File: src/rtl/mesh_traffic_ctrl_pkg.sv
// Shared constants, types and destination helper for the mesh traffic controller.
// The optional RUN-phase watchdog is enabled by defining MESH_TC_TIMEOUT_EN.
package mesh_traffic_ctrl_pkg;

  localparam int unsigned NumPe  = 8;
  localparam int unsigned SendW  = 3;
  localparam int unsigned RecvW  = 3;
  localparam int unsigned RateW  = 4;
  localparam int unsigned DstW   = 24;
  localparam int unsigned ModeW  = 4;
  localparam int unsigned DstIdW = 3;

  typedef enum logic [2:0] {
    PatComplement = 3'd0,
    PatReverse    = 3'd1,
    PatRotation   = 3'd2,
    PatShuffle    = 3'd3,
    PatTornado    = 3'd4,
    PatNeighbor   = 3'd5,
    PatHotspot    = 3'd6,
    PatTurn       = 3'd7
  } pattern_e;

  typedef enum logic [2:0] {
    StIdle,
    StFlush,
    StSettle,
    StRun,
    StDone
  } state_e;

  // Hotspot and turn traffic all converge on PE0, hence the zero default.
  function automatic logic [DstIdW-1:0] patternDest(input pattern_e pat,
                                                    input logic [DstIdW-1:0] pe);
    logic [DstIdW-1:0] dest;
    case (pat)
      PatComplement: dest = ~pe;
      PatReverse:    dest = {pe[0], pe[1], pe[2]};
      PatRotation:   dest = {pe[0], pe[2:1]};
      PatShuffle:    dest = {pe[1:0], pe[2]};
      PatTornado:    dest = pe + 3'd3;
      PatNeighbor:   dest = pe + 3'd1;
      default:       dest = '0;
    endcase
    return dest;
  endfunction

endpackage

File: src/rtl/mesh_pattern_lut.sv
// Combinational traffic-pattern table: maps a pattern code onto the per-PE
// configuration buses that the controller registers at test start.
module mesh_pattern_lut
  import mesh_traffic_ctrl_pkg::*;
(
  input  logic [2:0]            pattern_sel_i,
  output logic [NumPe-1:0]      dbg_mode_o,
  output logic [NumPe*SendW-1:0] send_num_o,
  output logic [NumPe*RecvW-1:0] receive_num_o,
  output logic [NumPe*RateW-1:0] rate_o,
  output logic [NumPe*DstW-1:0]  dst_seq_o,
  output logic [NumPe*ModeW-1:0] mode_o
);

  pattern_e pat;
  assign pat = pattern_e'(pattern_sel_i);

  always_comb begin
    dbg_mode_o    = '1;
    rate_o        = '0;
    send_num_o    = '0;
    receive_num_o = '0;
    dst_seq_o     = '0;
    mode_o        = '0;
    for (int i = 0; i < NumPe; i++) begin
      dst_seq_o[DstW*i +: DstW] = DstW'(patternDest(pat, DstIdW'(i)));
      case (pat)
        PatHotspot: begin
          send_num_o[SendW*i +: SendW]    = (i == 0) ? 3'd0 : 3'd1;
          receive_num_o[RecvW*i +: RecvW] = (i == 0) ? 3'd7 : 3'd0;
          mode_o[ModeW*i +: ModeW]        = 4'b0001;
        end
        PatTurn: begin
          send_num_o[SendW*i +: SendW]    = 3'd7;
          receive_num_o[RecvW*i +: RecvW] = 3'd7;
          mode_o[ModeW*i +: ModeW]        = 4'b0000;
        end
        default: begin
          send_num_o[SendW*i +: SendW]    = 3'd1;
          receive_num_o[RecvW*i +: RecvW] = 3'd1;
          mode_o[ModeW*i +: ModeW]        = 4'b0001;
        end
      endcase
    end
  end

endmodule

File: src/rtl/mesh_traffic_ctrl.sv
// Test sequencer for the PE mesh: flush, settle, run until all PEs finish, report.
// Defining MESH_TC_TIMEOUT_EN adds a RUN-phase watchdog of TIMEOUT_CYCLES.
module mesh_traffic_ctrl
  import mesh_traffic_ctrl_pkg::*;
#(
  parameter int unsigned FLUSH_CYCLES   = 4,
  parameter int unsigned SETTLE_CYCLES  = 100,
  parameter int unsigned TIMEOUT_CYCLES = 65535
) (
  input  logic         clk,
  input  logic         rst,
  input  logic         start,
  input  logic [2:0]   pattern_sel,
  input  logic [7:0]   pe_task_send_finish_flag,
  input  logic [7:0]   pe_task_receive_finish_flag,
  output logic [7:0]   pe_enable,
  output logic [7:0]   pe_dbg_mode_wire,
  output logic [23:0]  pe_send_num_wire,
  output logic [23:0]  pe_receive_num_wire,
  output logic [31:0]  pe_rate_wire,
  output logic [191:0] pe_dst_seq_wire,
  output logic [31:0]  pe_mode_wire,
  output logic [7:0]   pe_flush_wire,
  output logic         busy,
  output logic         done,
  output logic         timeout,
  output logic [31:0]  cycle_count
);

  state_e         state_q;
  logic [31:0]    phase_q;
  logic [31:0]    cycle_q;
  logic [31:0]    cycle_d;
  logic [7:0]     enable_q;
  logic [7:0]     flush_q;
  logic           busy_q;
  logic           done_q;
  logic           timeout_q;
  logic [7:0]     dbg_q;
  logic [23:0]    send_q;
  logic [23:0]    recv_q;
  logic [31:0]    rate_q;
  logic [191:0]   dst_q;
  logic [31:0]    mode_q;

  logic [7:0]     lutDbg;
  logic [23:0]    lutSend;
  logic [23:0]    lutRecv;
  logic [31:0]    lutRate;
  logic [191:0]   lutDst;
  logic [31:0]    lutMode;
  logic           allFinished;
  logic           watchdogHit;

  mesh_pattern_lut u_lut (
    .pattern_sel_i (pattern_sel),
    .dbg_mode_o    (lutDbg),
    .send_num_o    (lutSend),
    .receive_num_o (lutRecv),
    .rate_o        (lutRate),
    .dst_seq_o     (lutDst),
    .mode_o        (lutMode)
  );

  assign cycle_d     = (cycle_q == '1) ? cycle_q : cycle_q + 32'd1;
  assign allFinished = (pe_task_send_finish_flag == '1) && (pe_task_receive_finish_flag == '1);

`ifdef MESH_TC_TIMEOUT_EN
  assign watchdogHit = (cycle_d >= TIMEOUT_CYCLES);
`else
  localparam int unsigned unusedTimeoutCycles = TIMEOUT_CYCLES;
  assign watchdogHit = 1'b0;
`endif

  // Completion is tested first so a coincident watchdog hit still reports success.
  always_ff @(posedge clk) begin
    if (rst) begin
      state_q   <= StIdle;
      phase_q   <= '0;
      cycle_q   <= '0;
      enable_q  <= '0;
      flush_q   <= '1;
      busy_q    <= 1'b0;
      done_q    <= 1'b0;
      timeout_q <= 1'b0;
      dbg_q     <= '0;
      send_q    <= '0;
      recv_q    <= '0;
      rate_q    <= '0;
      dst_q     <= '0;
      mode_q    <= '0;
    end else begin
      case (state_q)
        StIdle: begin
          if (start) begin
            state_q   <= StFlush;
            phase_q   <= '0;
            busy_q    <= 1'b1;
            timeout_q <= 1'b0;
            dbg_q     <= lutDbg;
            send_q    <= lutSend;
            recv_q    <= lutRecv;
            rate_q    <= lutRate;
            dst_q     <= lutDst;
            mode_q    <= lutMode;
          end
        end
        StFlush: begin
          if (phase_q == FLUSH_CYCLES - 1) begin
            state_q <= StSettle;
            phase_q <= '0;
            flush_q <= '0;
          end else begin
            phase_q <= phase_q + 32'd1;
          end
        end
        StSettle: begin
          if (phase_q == SETTLE_CYCLES - 1) begin
            state_q  <= StRun;
            phase_q  <= '0;
            cycle_q  <= '0;
            enable_q <= '1;
          end else begin
            phase_q <= phase_q + 32'd1;
          end
        end
        StRun: begin
          cycle_q <= cycle_d;
          if (allFinished || watchdogHit) begin
            state_q   <= StDone;
            enable_q  <= '0;
            flush_q   <= '1;
            busy_q    <= 1'b0;
            done_q    <= 1'b1;
            timeout_q <= !allFinished;
          end
        end
        StDone: begin
          if (!start) begin
            state_q <= StIdle;
            done_q  <= 1'b0;
          end
        end
        default: state_q <= StIdle;
      endcase
    end
  end

  assign pe_enable           = enable_q;
  assign pe_flush_wire       = flush_q;
  assign busy                = busy_q;
  assign done                = done_q;
  assign timeout             = timeout_q;
  assign cycle_count         = cycle_q;
  assign pe_dbg_mode_wire    = dbg_q;
  assign pe_send_num_wire    = send_q;
  assign pe_receive_num_wire = recv_q;
  assign pe_rate_wire        = rate_q;
  assign pe_dst_seq_wire     = dst_q;
  assign pe_mode_wire        = mode_q;

endmodule

File: config.mk
export PLATFORM = sky130hd
export DESIGN_NAME = mesh_traffic_ctrl
export DESIGN_NICKNAME = d
export VERILOG_FILES = /design/src/rtl/mesh_traffic_ctrl_pkg.sv /design/src/rtl/mesh_pattern_lut.sv /design/src/rtl/mesh_traffic_ctrl.sv
export SDC_FILE = /design/constraint.sdc
export NUM_CORES = 1
export LEC_CHECK = 0
export CELL_PAD_IN_SITES_DETAIL_PLACEMENT = 0
export CELL_PAD_IN_SITES_GLOBAL_PLACEMENT = 2
export CORE_ASPECT_RATIO = 0.7
export CORE_MARGIN = 3
export CORE_UTILIZATION = 23
export DETAILED_ROUTE_END_ITERATION = 12
export GPL_ROUTABILITY_DRIVEN = 0
export PLACE_DENSITY = 0.88
export SLEW_MARGIN = 20
export SYNTH_ARGS = -nofsm -noshare
export SYNTH_HDL_FRONTEND = slang
export SYNTH_SLANG_ARGS = --single-unit
File: constraint.sdc
create_clock -name clk -period 7.2 [get_ports clk]
set_clock_uncertainty 0.2 [all_clocks]
set_input_delay 1.44 -clock clk [delete_from_list [all_inputs] [get_ports clk]]
set_output_delay 1.44 -clock clk [all_outputs]
set_load 0.005 [all_outputs]
Yosys cells after proc, flatten, opt, wreduce, memory -nomap -nowiden
Index checks and enable logic that the tools add are counted.
{"block": "classes", "add_sub_neg": 2, "eq_ne": 22, "n_mux": 40, "n_reduce_logical": 27}
{"op": "32-bit two-way mux", "n": 5}
{"op": "32-bit one-hot mux with 3 select lines", "n": 1}
{"op": "32-bit by 1-bit adder with 32-bit output (second input constant)", "n": 2}
{"op": "32-bit one-hot mux with 2 select lines", "n": 1}
{"op": "3-bit one-hot mux with 5 select lines", "n": 3}
{"op": "32-bit by 2-bit == test with 1-bit output (second input constant)", "n": 1}
{"op": "32-bit == test (second input constant)", "n": 1}
{"op": "32-bit by 7-bit == test with 1-bit output (second input constant)", "n": 1}
{"op": "8-bit two-way mux", "n": 4}
{"op": "8-bit one-hot mux with 2 select lines", "n": 2}
{"op": "3-bit one-hot mux with 3 select lines", "n": 3}
{"op": "3-bit one-hot mux with 4 select lines", "n": 2}
{"op": "3-bit two-way mux", "n": 7}
{"op": "8-bit == test (second input constant)", "n": 2}
{"op": "3-bit == test (second input constant)", "n": 5}
{"op": "3-bit AND reduction", "n": 5}
{"op": "2-bit OR reduction", "n": 7}
{"op": "3-bit by 2-bit == test with 1-bit output (second input constant)", "n": 4}
{"op": "2-bit inequality test (second input constant)", "n": 6}
{"op": "3-bit one-hot mux with 2 select lines", "n": 2}
{"op": "3-bit OR reduction", "n": 3}
{"op": "2-bit nonzero test", "n": 4}
{"op": "1-bit two-way mux", "n": 7}
{"op": "3-bit by 1-bit == test with 1-bit output (second input constant)", "n": 2}
{"op": "7 further kinds", "n": 11}
{"block": "word_totals", "ff_bits": 191, "inputBits": 22, "output_inout_bits": 363}

Logic depth before layout (Yosys ltp)
{"block": "depth", "ltp_word": 5, "ltp_mapped": 11, "ltp_nobuf": 7}

By module
Synthesis repeated with hierarchy kept, for this count alone.
{"block": "unflattened", "cells_unflattened": 2129, "area_unflattened_um2": 16593.4}
{"module": "mesh_traffic_ctrl", "instances": 1, "cells_per_inst": 1806, "area_per_inst_um2": 14243.7}
{"module": "mesh_pattern_lut", "instances": 1, "cells_per_inst": 323, "area_per_inst_um2": 2349.8}

Least setup slack after synthesis
OpenSTA, ideal clock, no wires.
{"block": "synth_timing", "path_kind": "input -> register", "start": "input port start", "end": "register phase_q[17]", "setup_time_ns": 0.123, "t_arrival_ns": 2.647, "required_time_ns": 6.877, "path_slack_ns": 4.230, "path_stages": 6, "path_cell_list": "nor3_1 or3b_2 nor3_1 and4_1 xnor2_1 nor2_1"}
{"block": "synth_between", "elab_chain_len": 2}
{"item": "start, declared", "line": "mesh_traffic_ctrl.sv:12", "source": "input logic start,"}
{"item": "2-bit inequality test (no line)"}
{"item": "2-bit AND reduction (no line)"}
{"item": "end signal, assigned", "line": "mesh_traffic_ctrl.sv:114", "source": "phase_q <= phase_q + 32'd1;"}
{"item": "end signal, assigned", "line": "mesh_traffic_ctrl.sv:124", "source": "phase_q <= phase_q + 32'd1;"}
{"item": "end, declared", "line": "mesh_traffic_ctrl.sv:31", "source": "logic [31:0] phase_q;"}
No other way between the ends.
A chain may end at the register's enable or synchronous reset.

==> results.toml <==
[route]
drtIter0Drc = 395
vias = 5480
vias_per_cell = 3.971
first_pass_iters = 5
wl_per_cell_um = 12.57
drc_errors = 0
ant_nets = 0
drt-total-wl_mm = 17.34

[global_routing]
grt_use_total_pct = 9.597
grt_pass1_vias = 4560
use_met2_pct = 13.55
grtUsageMet3_pct = 2.802
grt_start_max_net_pins = 41
grt_pass1_wl_mm = 26.18
grt_busiest_layer = "met1"
grt_remaining_overflow = 0
antenna_found_initial = 0
globalRouteMet1Util_pct = 14.34

[layout]
layout-drive-gt1-share_pct = 3.616
most-common-layout-cells = "conb_1, clkdlybuf4s50_1, dfxtp_1"
layout_commonest_cell = "conb_1"
syn_to_final_growth_pct = 12.20
nFillCells = 3309
nets = 988
antenna_cells = 0
final_core_util_pct = 26.42
final_area_mm2 = 0.008006

[clock_tree]
holdBufCountCts = 0
cts_resized = 0
cts_tree = "yes"
clock_path_buffers = 2
cts_setup_buffers = 0
worstSkewPairLatency_ns = 0.35
cts.clk_slew.worst_paths_ns = 0.07
cts.sinks = 99
cts_buffers = 9
htree_levels = 3
clockRootBuffer = "clkbuf_16"

[timing]
relSlewSlack_pct = 26.25
min_period_ns = 3.782
grt_setup_unrepaired = "no"
fmax_ghz = 0.2644
slew_viol_final = 0
setup-tns-final_ns = 0
setup_viol = 0
fin_crit_sh_pct = 52.53
tightest_slew_ns = 1.104
hold_viol = 0

[min_path]
hold_class = "reg2reg"
hold_depth = 2
min_to = "pe_dst_seq_wire[1]"
min_from = "pe_dst_seq_wire[1]"

[die]
die_x_um = 216.5
num_rows = 53
io_pins = 385
start_util_pct = 23.55
core_area_mm2 = 0.03031
dieArea_mm2 = 0.03321
die_h_um = 153.4

[synthesis]
syn_inst = 903
synth_top_family_by_area = "buffers and inverters"
ys_seq_area_share_pct = 27.77
synth_xor_area_share_pct = 3.069
synth_compound_area_share_pct = 10.28
synth_edf_count = 0
syn_area_mm2 = 0.007136
synth-simple-area-share_pct = 23.69
yosys.area_share.adder_pct = 0.5260
synthArstFlopShare_pct = 0
synth_warnings = 0
synthFlopType = "dfxtp_1"
synthMuxAreaShare_pct = 0.1403
yosys_register_bits = 99
synth.distinct_cells = 56
syn_avg_cell_area_um2 = 7.902

[setup_path]
cp.required_ns = 7.29
reg2reg_from = "phase_q[19]"
critPathArrivalTime_ns = 3.87
crit_type = "in2reg"
startpoint_type = "input port"
reg2reg_to = "phase_q[9]"
r2r_slack_ns = 4.08
worstPathMaxFanout = 40
cp-end-kind = "register"
rr_worst_depth = 6

[placed_design]
place_area_mm2 = 0.007679
portBuffers = 159
dp.final_hpwl_mm = 13.49

[power]
p_leak_nw = 2.987
vdd_drop_max_v = 0.0001058
power_density_mw_per_mm2 = 157.9
seq_power_share_pct = 45.1
p_int_mw = 0.9436
p_sw_mw = 0.3208
clockPowerShare_pct = 42.4
sw_frac_of_total_pct = 25.37
p_comb_share_pct = 12.5

[flow_run]
drv_cap = 0

[status]
status = "finished, final reports clean"
==> metal layers <==
layer	part of all wire (%)	vias up	routed length (µm)
met5	0	-	0
met4	0.68	0	118
met3	5.7	9	984
met2	45	134	7723
met1	49	2617	8517
li1	-	2720	-
==> Yosys cell counts, types with 6 or more instances <==
| cell | n | area share [%] |
|---|---|---|
| xnor2_1 | 12 | 1.5 |
| nand2_1 | 68 | 3.6 |
| nand4_1 | 26 | 2.3 |
| and3_1 | 12 | 1.1 |
| buf_4 | 303 | 32 |
| and4_1 | 14 | 1.7 |
| nand3_1 | 33 | 2.3 |
| or3_1 | 18 | 1.6 |
| nor4_1 | 14 | 1.2 |
| o21ai_0 | 23 | 1.6 |
| dfxtp_1 | 99 | 28 |
| nor2b_1 | 7 | 0.61 |
| nor2_1 | 59 | 3.1 |
| a31oi_1 | 13 | 1.1 |
| inv_1 | 7 | 0.37 |
| nor3_1 | 13 | 0.91 |
| clkbuf_1 | 22 | 1.2 |
| buf_2 | 7 | 0.49 |
| xor2_1 | 13 | 1.6 |
| a21oi_1 | 48 | 3.4 |
| or4_1 | 12 | 1.3 |
| nand2b_1 | 6 | 0.53 |
| nand3b_1 | 6 | 0.63 |
==> critical path, cell delays in order <==
cell	delay (ns)
clkdlybuf4s50_1	0.39
buf_4	0.25
inv_1	0.26
nand2_1	0.68
or4_1	0.73
o21ai_1	0.08
==> per-stage QoR <==
stage	instances	hold WS, ns	power (mW)	setup WS [ns]
finish	1380	0.2603	1.264	3.418
CTS	1380	0.2657	1.279	3.402
global placement	1364	0.2429	0.7389	3.089
floorplan	1127	0.2482	0.7696	4.230
detailed placement	1364	0.2500	0.7393	3.020
global route	1380	0.2825	1.319	3.177
==> worst max path at each step <==
stage / startpoint / to / slack (ns) / cells past startpoint
final: rst / cycle_count[9] / 3.42 / 6
after global routing: rst / phase_q[8] / 3.18 / 6
after CTS: rst / phase_q[9] / 3.40 / 6
after detailed placement: rst / phase_q[9] / 3.02 / 6
after global placement: rst / phase_q[9] / 3.09 / 6
after floorplan: start / phase_q[17] / 4.23 / 6
==> final cells by class <==
cell class,instances,area [µm²],share of cell area (%)
flip-flops and latches,99,1982,24.75
multi-input cells,684,3541,44.23
clock inverters,5,85.08,1.063
clock buffers,11,242.7,3.032
repair buffers,162,1614,20.16
well taps,412,515.5,6.439
inverters,7,26.28,0.3282
==> sequential cells by signal (all words and copies together) (netlist names) <==
register             cells
busy                     1
pe_receive_num_wire      1
state_q                  3
phase_q                 32
pe_flush_wire            1
done                     1
pe_dst_seq_wire         22
pe_mode_wire             1
pe_send_num_wire         3
timeout                  1
pe_enable                1
cycle_count             32
==> power groups by stage <==
stage	Clock [mW]	Combinational [mW]	Sequential [mW]
6_report	0.536	0.158	0.571
5_1_grt	0.570	0.176	0.573
4_1_cts	0.552	0.156	0.571
3_5_place_dp	0	0.155	0.584
3_3_place_gp	0	0.155	0.583
2_1_floorplan	0	0.189	0.581
==> cell families after synthesis <==
| group | after synthesis |
|---|---|
| muxes | 1 |
| AOI/OAI and AO/OA | 121 |
| DFF | 99 |
| xor gates and xnor gates | 25 |
| adders and majority gates | 3 |
| buffers and inverters | 344 |
| other | 1 |
| and+or+nand+nor | 309 |
No activity file was read; power rests on OpenSTA's default activity.
